`config.mk`:
```
export PLATFORM = sky130hd
export DESIGN_NAME = mem_arbiter
export DESIGN_NICKNAME = d
export VERILOG_FILES = /design/src/rtl/mem_arbiter_pkg.sv /design/src/rtl/mem_arbiter_rr_pick2.sv /design/src/rtl/mem_arbiter.sv
export SDC_FILE = /design/constraint.sdc
export NUM_CORES = 1
export LEC_CHECK = 0
export CORE_MARGIN = 2
export CORE_UTILIZATION = 30
export CTS_CLUSTER_SIZE = 14
export DETAILED_ROUTE_END_ITERATION = 16
export PLACE_DENSITY_LB_ADDON = 0.2
export SETUP_SLACK_MARGIN = 0.1
export SYNTH_ARGS = -nofsm -noshare
export SYNTH_HDL_FRONTEND = slang
export SYNTH_HIERARCHICAL = 1
export SYNTH_SLANG_ARGS = --single-unit
```
`constraint.sdc`:
```
create_clock -name clk -period 1.4 [get_ports clk]
set_clock_uncertainty 0.1 [all_clocks]
set_input_delay 0.42 -clock clk [delete_from_list [all_inputs] [get_ports clk]]
set_output_delay 0.42 -clock clk [all_outputs]
set_load 0.02 [all_outputs]
```
`src/rtl/mem_arbiter_pkg.sv`:
```
`default_nettype none
// ---------------------------------------------------------------------------
// mem_arbiter_pkg : shared memory command codes, arbiter states, default widths
// Revision 1.0
// ---------------------------------------------------------------------------
package mem_arbiter_pkg;

    localparam int unsigned AW_DEFAULT = 8;
    localparam int unsigned DW_DEFAULT = 16;

    // Memory command codes, shared with the CPU controller's memory interface.
    typedef enum logic [1:0] {
        M_NONE  = 2'b00,
        M_READ  = 2'b01,
        M_WRITE = 2'b10,
        M_RSVD  = 2'b11
    } mem_cmd_e;

    typedef enum logic [1:0] {
        ST_IDLE   = 2'b00,
        ST_ACCESS = 2'b01,
        ST_RDWAIT = 2'b10,
        ST_DONE   = 2'b11
    } arb_state_e;

endpackage
`default_nettype wire

```
`src/rtl/mem_arbiter_rr_pick2.sv`:
```
`default_nettype none
// ---------------------------------------------------------------------------
// rr_pick2 : combinational two-way round-robin selector (sel = chosen port)
// Revision 1.0
// ---------------------------------------------------------------------------
module rr_pick2 (
    input  logic req0,
    input  logic req1,
    input  logic last,
    output logic valid,
    output logic sel
);

    always_comb begin
        valid = req0 | req1;
        // On contention favour the port that was not served most recently.
        if (req0 && req1) begin
            sel = ~last;
        end else begin
            sel = req1;
        end
    end

endmodule
`default_nettype wire

```
`src/rtl/mem_arbiter.sv`:
```
`default_nettype none
// ---------------------------------------------------------------------------
// mem_arbiter : two-master arbiter in front of a single-port synchronous RAM
// Revision 1.0
// ---------------------------------------------------------------------------
module mem_arbiter
    import mem_arbiter_pkg::*;
#(
    parameter int unsigned AW = AW_DEFAULT,
    parameter int unsigned DW = DW_DEFAULT
) (
    input  logic          clk,
    input  logic          reset,
    input  logic          req0,
    input  logic          req1,
    input  logic [1:0]    cmd0,
    input  logic [1:0]    cmd1,
    input  logic [AW-1:0] addr0,
    input  logic [AW-1:0] addr1,
    input  logic [DW-1:0] wdata0,
    input  logic [DW-1:0] wdata1,
    output logic          gnt0,
    output logic          gnt1,
    output logic          done0,
    output logic          done1,
    output logic [DW-1:0] rdata,
    output logic          busy,
    output logic [AW-1:0] ram_addr,
    output logic          ram_read,
    output logic          ram_write,
    output logic [DW-1:0] ram_din,
    input  logic [DW-1:0] ram_dout
);

    arb_state_e    state_q, state_d;
    logic          last_q,  last_d;
    logic          sel_q,   sel_d;
    logic [1:0]    cmd_q,   cmd_d;
    logic [AW-1:0] addr_q,  addr_d;
    logic [DW-1:0] wdata_q, wdata_d;
    logic [DW-1:0] rdata_q, rdata_d;

    logic          pick_valid;
    logic          pick_sel;

    rr_pick2 u_pick (
        .req0  (req0),
        .req1  (req1),
        .last  (last_q),
        .valid (pick_valid),
        .sel   (pick_sel)
    );

    always_comb begin
        state_d = state_q;
        last_d  = last_q;
        sel_d   = sel_q;
        cmd_d   = cmd_q;
        addr_d  = addr_q;
        wdata_d = wdata_q;
        rdata_d = rdata_q;

        case (state_q)
            ST_IDLE: begin
                if (pick_valid) begin
                    sel_d   = pick_sel;
                    cmd_d   = pick_sel ? cmd1   : cmd0;
                    addr_d  = pick_sel ? addr1  : addr0;
                    wdata_d = pick_sel ? wdata1 : wdata0;
                    state_d = ST_ACCESS;
                end
            end
            ST_ACCESS: begin
                state_d = (cmd_q == M_READ) ? ST_RDWAIT : ST_DONE;
            end
            ST_RDWAIT: begin
                rdata_d = ram_dout;
                state_d = ST_DONE;
            end
            ST_DONE: begin
                last_d  = sel_q;
                state_d = ST_IDLE;
            end
            default: begin
                state_d = ST_IDLE;
            end
        endcase
    end

    // last resets to 1 so port 0 wins the first contention after reset.
    always_ff @(posedge clk or negedge reset) begin
        if (!reset) begin
            state_q <= ST_IDLE;
            last_q  <= 1'b1;
            sel_q   <= 1'b0;
            cmd_q   <= 2'b00;
            addr_q  <= '0;
            wdata_q <= '0;
            rdata_q <= '0;
        end else begin
            state_q <= state_d;
            last_q  <= last_d;
            sel_q   <= sel_d;
            cmd_q   <= cmd_d;
            addr_q  <= addr_d;
            wdata_q <= wdata_d;
            rdata_q <= rdata_d;
        end
    end

    // Every output decodes from state and latched registers only.
    always_comb begin
        busy      = (state_q != ST_IDLE);
        gnt0      = busy && !sel_q;
        gnt1      = busy &&  sel_q;
        done0     = (state_q == ST_DONE) && !sel_q;
        done1     = (state_q == ST_DONE) &&  sel_q;
        ram_read  = (state_q == ST_ACCESS) && (cmd_q == M_READ);
        ram_write = (state_q == ST_ACCESS) && (cmd_q == M_WRITE);
        ram_addr  = addr_q;
        ram_din   = wdata_q;
        rdata     = rdata_q;
    end

    a_gnt_onehot: assert property (@(posedge clk) disable iff (!reset) !(gnt0 && gnt1));
    a_rw_excl:    assert property (@(posedge clk) disable iff (!reset) !(ram_read && ram_write));

endmodule
`default_nettype wire

```
==> results.py <==
metrics = {
    "cts": {
        "ctsHtreeMaxLevel": 2,
        "clock-sinks": 46,
        "cts_buffers": 5,
        "clk_path_buf_depth": 2,
        "cts_tree": "built",
        "clk_latency_ns": 0.30,
        "clkTransAtPathRegs_ns": 0.08,
        "cts-root-buf": "clkbuf_8",
    },
    "hold_path": {
        "min_path_type": "flip-flop to flip-flop",
        "min-delay-start": "rdata[4]",
        "min_to": "rdata[4]",
        "min_path_cells": 1,
    },
    "timing": {
        "tightest_slew_ns": 0.316,
        "fin_tns_setup_ns": -9.67,
        "final_hold_viol_count": 0,
        "fmaxAchievable_mhz": 540,
        "rsz0062_at_grt": "yes",
        "min_period_ns": 1.85,
        "timing.slew.headroom_pct": 78.9,
        "fin_crit_sh_pct": 132,
        "fin_ws_ns": -0.452,
        "slew_viol_final": 0,
        "setup_viol": 52,
    },
    "die": {
        "start_util_pct": 30.8,
        "core_area_sq_um": 7250,
        "dieArea_sq_um": 8160,
        "io_pins": 119,
        "rows": 31,
        "chipHeight_um": 90.4,
        "die_w_um": 90.4,
    },
    "logic_synthesis": {
        "ys_ff_latch": 46,
        "synth_common_cells": "dfrtp_1, nor2_1, mux2i_1",
        "synthArstFlopShare_pct": 100,
        "synth_ff_type": "dfrtp_1",
        "ys_seq_area_share_pct": 51.5,
        "synth_cell_types": 27,
        "synth_area_leader_cell": "dfrtp_1",
        "synth_area_leaders": "dfrtp_1, mux2i_1, a21oi_2",
        "avgSynthCellArea_sq_um": 12.6,
        "ys_warn_count": 6,
        "synth_top_area_share_pct": 50.3,
        "syn_nets": 254,
        "synth_edf_count": 0,
        "syn_inst": 178,
        "syn_area_sq_um": 2240,
        "synth.most_common_cell": "dfrtp_1",
    },
    "finish": {
        "nets": 431,
        "drive_gt1_share_pct": 57.9,
        "multi_input_area_sq_um": 1240,
        "area_growth_pct": 106,
        "regArea_sq_um": 1150,
        "post-route-util_pct": 63.4,
        "fillers": 590,
        "antenna_cells_inserted": 0,
    },
    "detailed_routing": {
        "drt-total-wl_um": 6420,
        "vias": 1978,
        "drc_errors": 0,
        "drt-wirelength-per-cell_um": 14.1,
        "drt-pass1-iter-count": 4,
        "via_per_inst": 4.35,
        "dr.first_iter.drc_count": 26,
        "ant_nets": 0,
    },
    "global_routing": {
        "grt_pass1_vias": 2110,
        "grt-ovfl-total": 0,
        "grt_pass1_wl_um": 10500,
        "grt_max_degree": 22,
        "gr-usage-all-layers_pct": 16.3,
        "grt_antenna_before_repair": 0,
    },
    "setup_path": {
        "cp.required_ns": 0.88,
        "r2r_setup_slack_ns": -0.21,
        "crit_buf_inv": 2,
        "arrival_ns": 1.33,
        "rr_startpoint": "state_q[0]",
        "timing.rr.end": "rdata[6]",
        "slowest_delay_ns": 0.46,
        "path_cells": "inv_2, ha_4, and2b_1, buf_6",
        "crit_path_start_kind": "flip-flop",
        "cp_max_fo": 4,
        "cp-end-kind": "output port",
        "reg2regPathDepth": 6,
        "path_class": "flip-flop to output port",
        "cp_top_family": "flip-flops",
        "slowest_stage": "dfrtp_2",
    },
    "outcome": {
        "violations": "setup timing",
        "status": "finished with violations",
    },
    "placement": {
        "dpl.hpwl_um": 4390,
        "place_congestion": 0.688,
        "portBuffers": 118,
    },
    "power_and_ir_drop": {
        "power_density_nw_per_um2": 2290,
        "total_power_w": 0.0105,
        "peakVddDrop_uv": 991,
        "p_leak_nw": 1.95,
    },
    "run": {
        "max-cap-violations": 0,
    },
}
## flip-flops by register name (all words and copies together) (netlist names)
signal	flops
sel_q	1
state_q	2
ram_addr	8
last_q	1
rdata	16
cmd_q	2
ram_din	16
## power breakdown
part           total, W  switching [W]  internal, W
clock          0.000979       0.000444     0.000535
sequential      0.00256       0.000534      0.00202
combinational   0.00698        0.00292      0.00406
total            0.0105        0.00390      0.00662
## worst reg2reg max path: cells and delay by family, from the launching register on
family | cells | cell delay [ns]
mux | 1 | 0.33
buf+inv | 4 | 0.44
fa+ha+maj | 1 | 0.17
flops | 1 | 0.46
## layout by cell type, fill, tap and decap left out, types with 5 or more instances in the layout
master	synthesis	final
buf_12	2	9
clkbuf_8	1	5
clkdlybuf4s50_1	0	68
buf_16	0	5
buf_4	2	41
mux2_2	18	16
mux2i_1	26	24
a21oi_2	24	28
dfrtp_1	45	44
buf_6	3	52
nor2_4	0	25
## worst max-delay path by stage
stage	start	endpoint	depth (start not counted)
global placement	state_q[1]	ram_write	5
finish	state_q[0]	gnt1	4
detailed placement	state_q[1]	ram_write	5
global route	state_q[1]	ram_write	5
floorplan	state_q[1]	ram_write	4
CTS	state_q[0]	gnt1	4
## area by class of cell
| type | instances | share of cell area [%] |
|---|---|---|
| clock buffer | 7 | 1.66 |
| clock inverter | 1 | 0.653 |
| inverter | 4 | 0.326 |
| multi-input combinational | 118 | 27.1 |
| sequential | 46 | 25.1 |
| tap | 99 | 2.69 |
| timing repair buffer | 180 | 42.5 |
## timing repair
action | 4_1_cts | 5_1_grt
gates cloned | 7 | 0
setup endpoints to repair | 92 | 92
hold buffers | 1 | 0
endpoints found under the hold margin | 11 | 0
pin swaps | 5 | 2
setup buffers | 18 | 5
gates resized for setup | 298 | 8
## metal layers
layer	GRT usage, %	routed length, um	up-vias
met1	19.3	2630	927
met2	27.9	3240	82
met5	0	0	-
li1	-	-	962
met4	4.74	95	0
met3	5.68	450	7
## cell families (layout without fill, tap and decap cells)
kind of cell,Yosys count,after routing,share of synthesized area (%)
AND/OR/NAND/NOR,38,39,7.66
buffers and inverters,15,192,6.82
flip-flops,46,46,51.5
adder cells (fa/ha/maj),4,4,2.24
multiplexers,44,44,20.7
AO/OA/AOI/OAI,31,31,11.1
## through the flow
step,area [sq um],worst slack [ns],hold WS [ns],instances
floorplan,2530,-0.0763,0.0244,178
global placement,4000,-0.552,0.233,417
detailed placement,4000,-0.570,0.229,417
CTS,4540,-0.465,0.439,450
global route,4600,-0.491,0.449,455
finish,4600,-0.452,0.434,455
No activity file was read; power rests on OpenSTA's default activity.
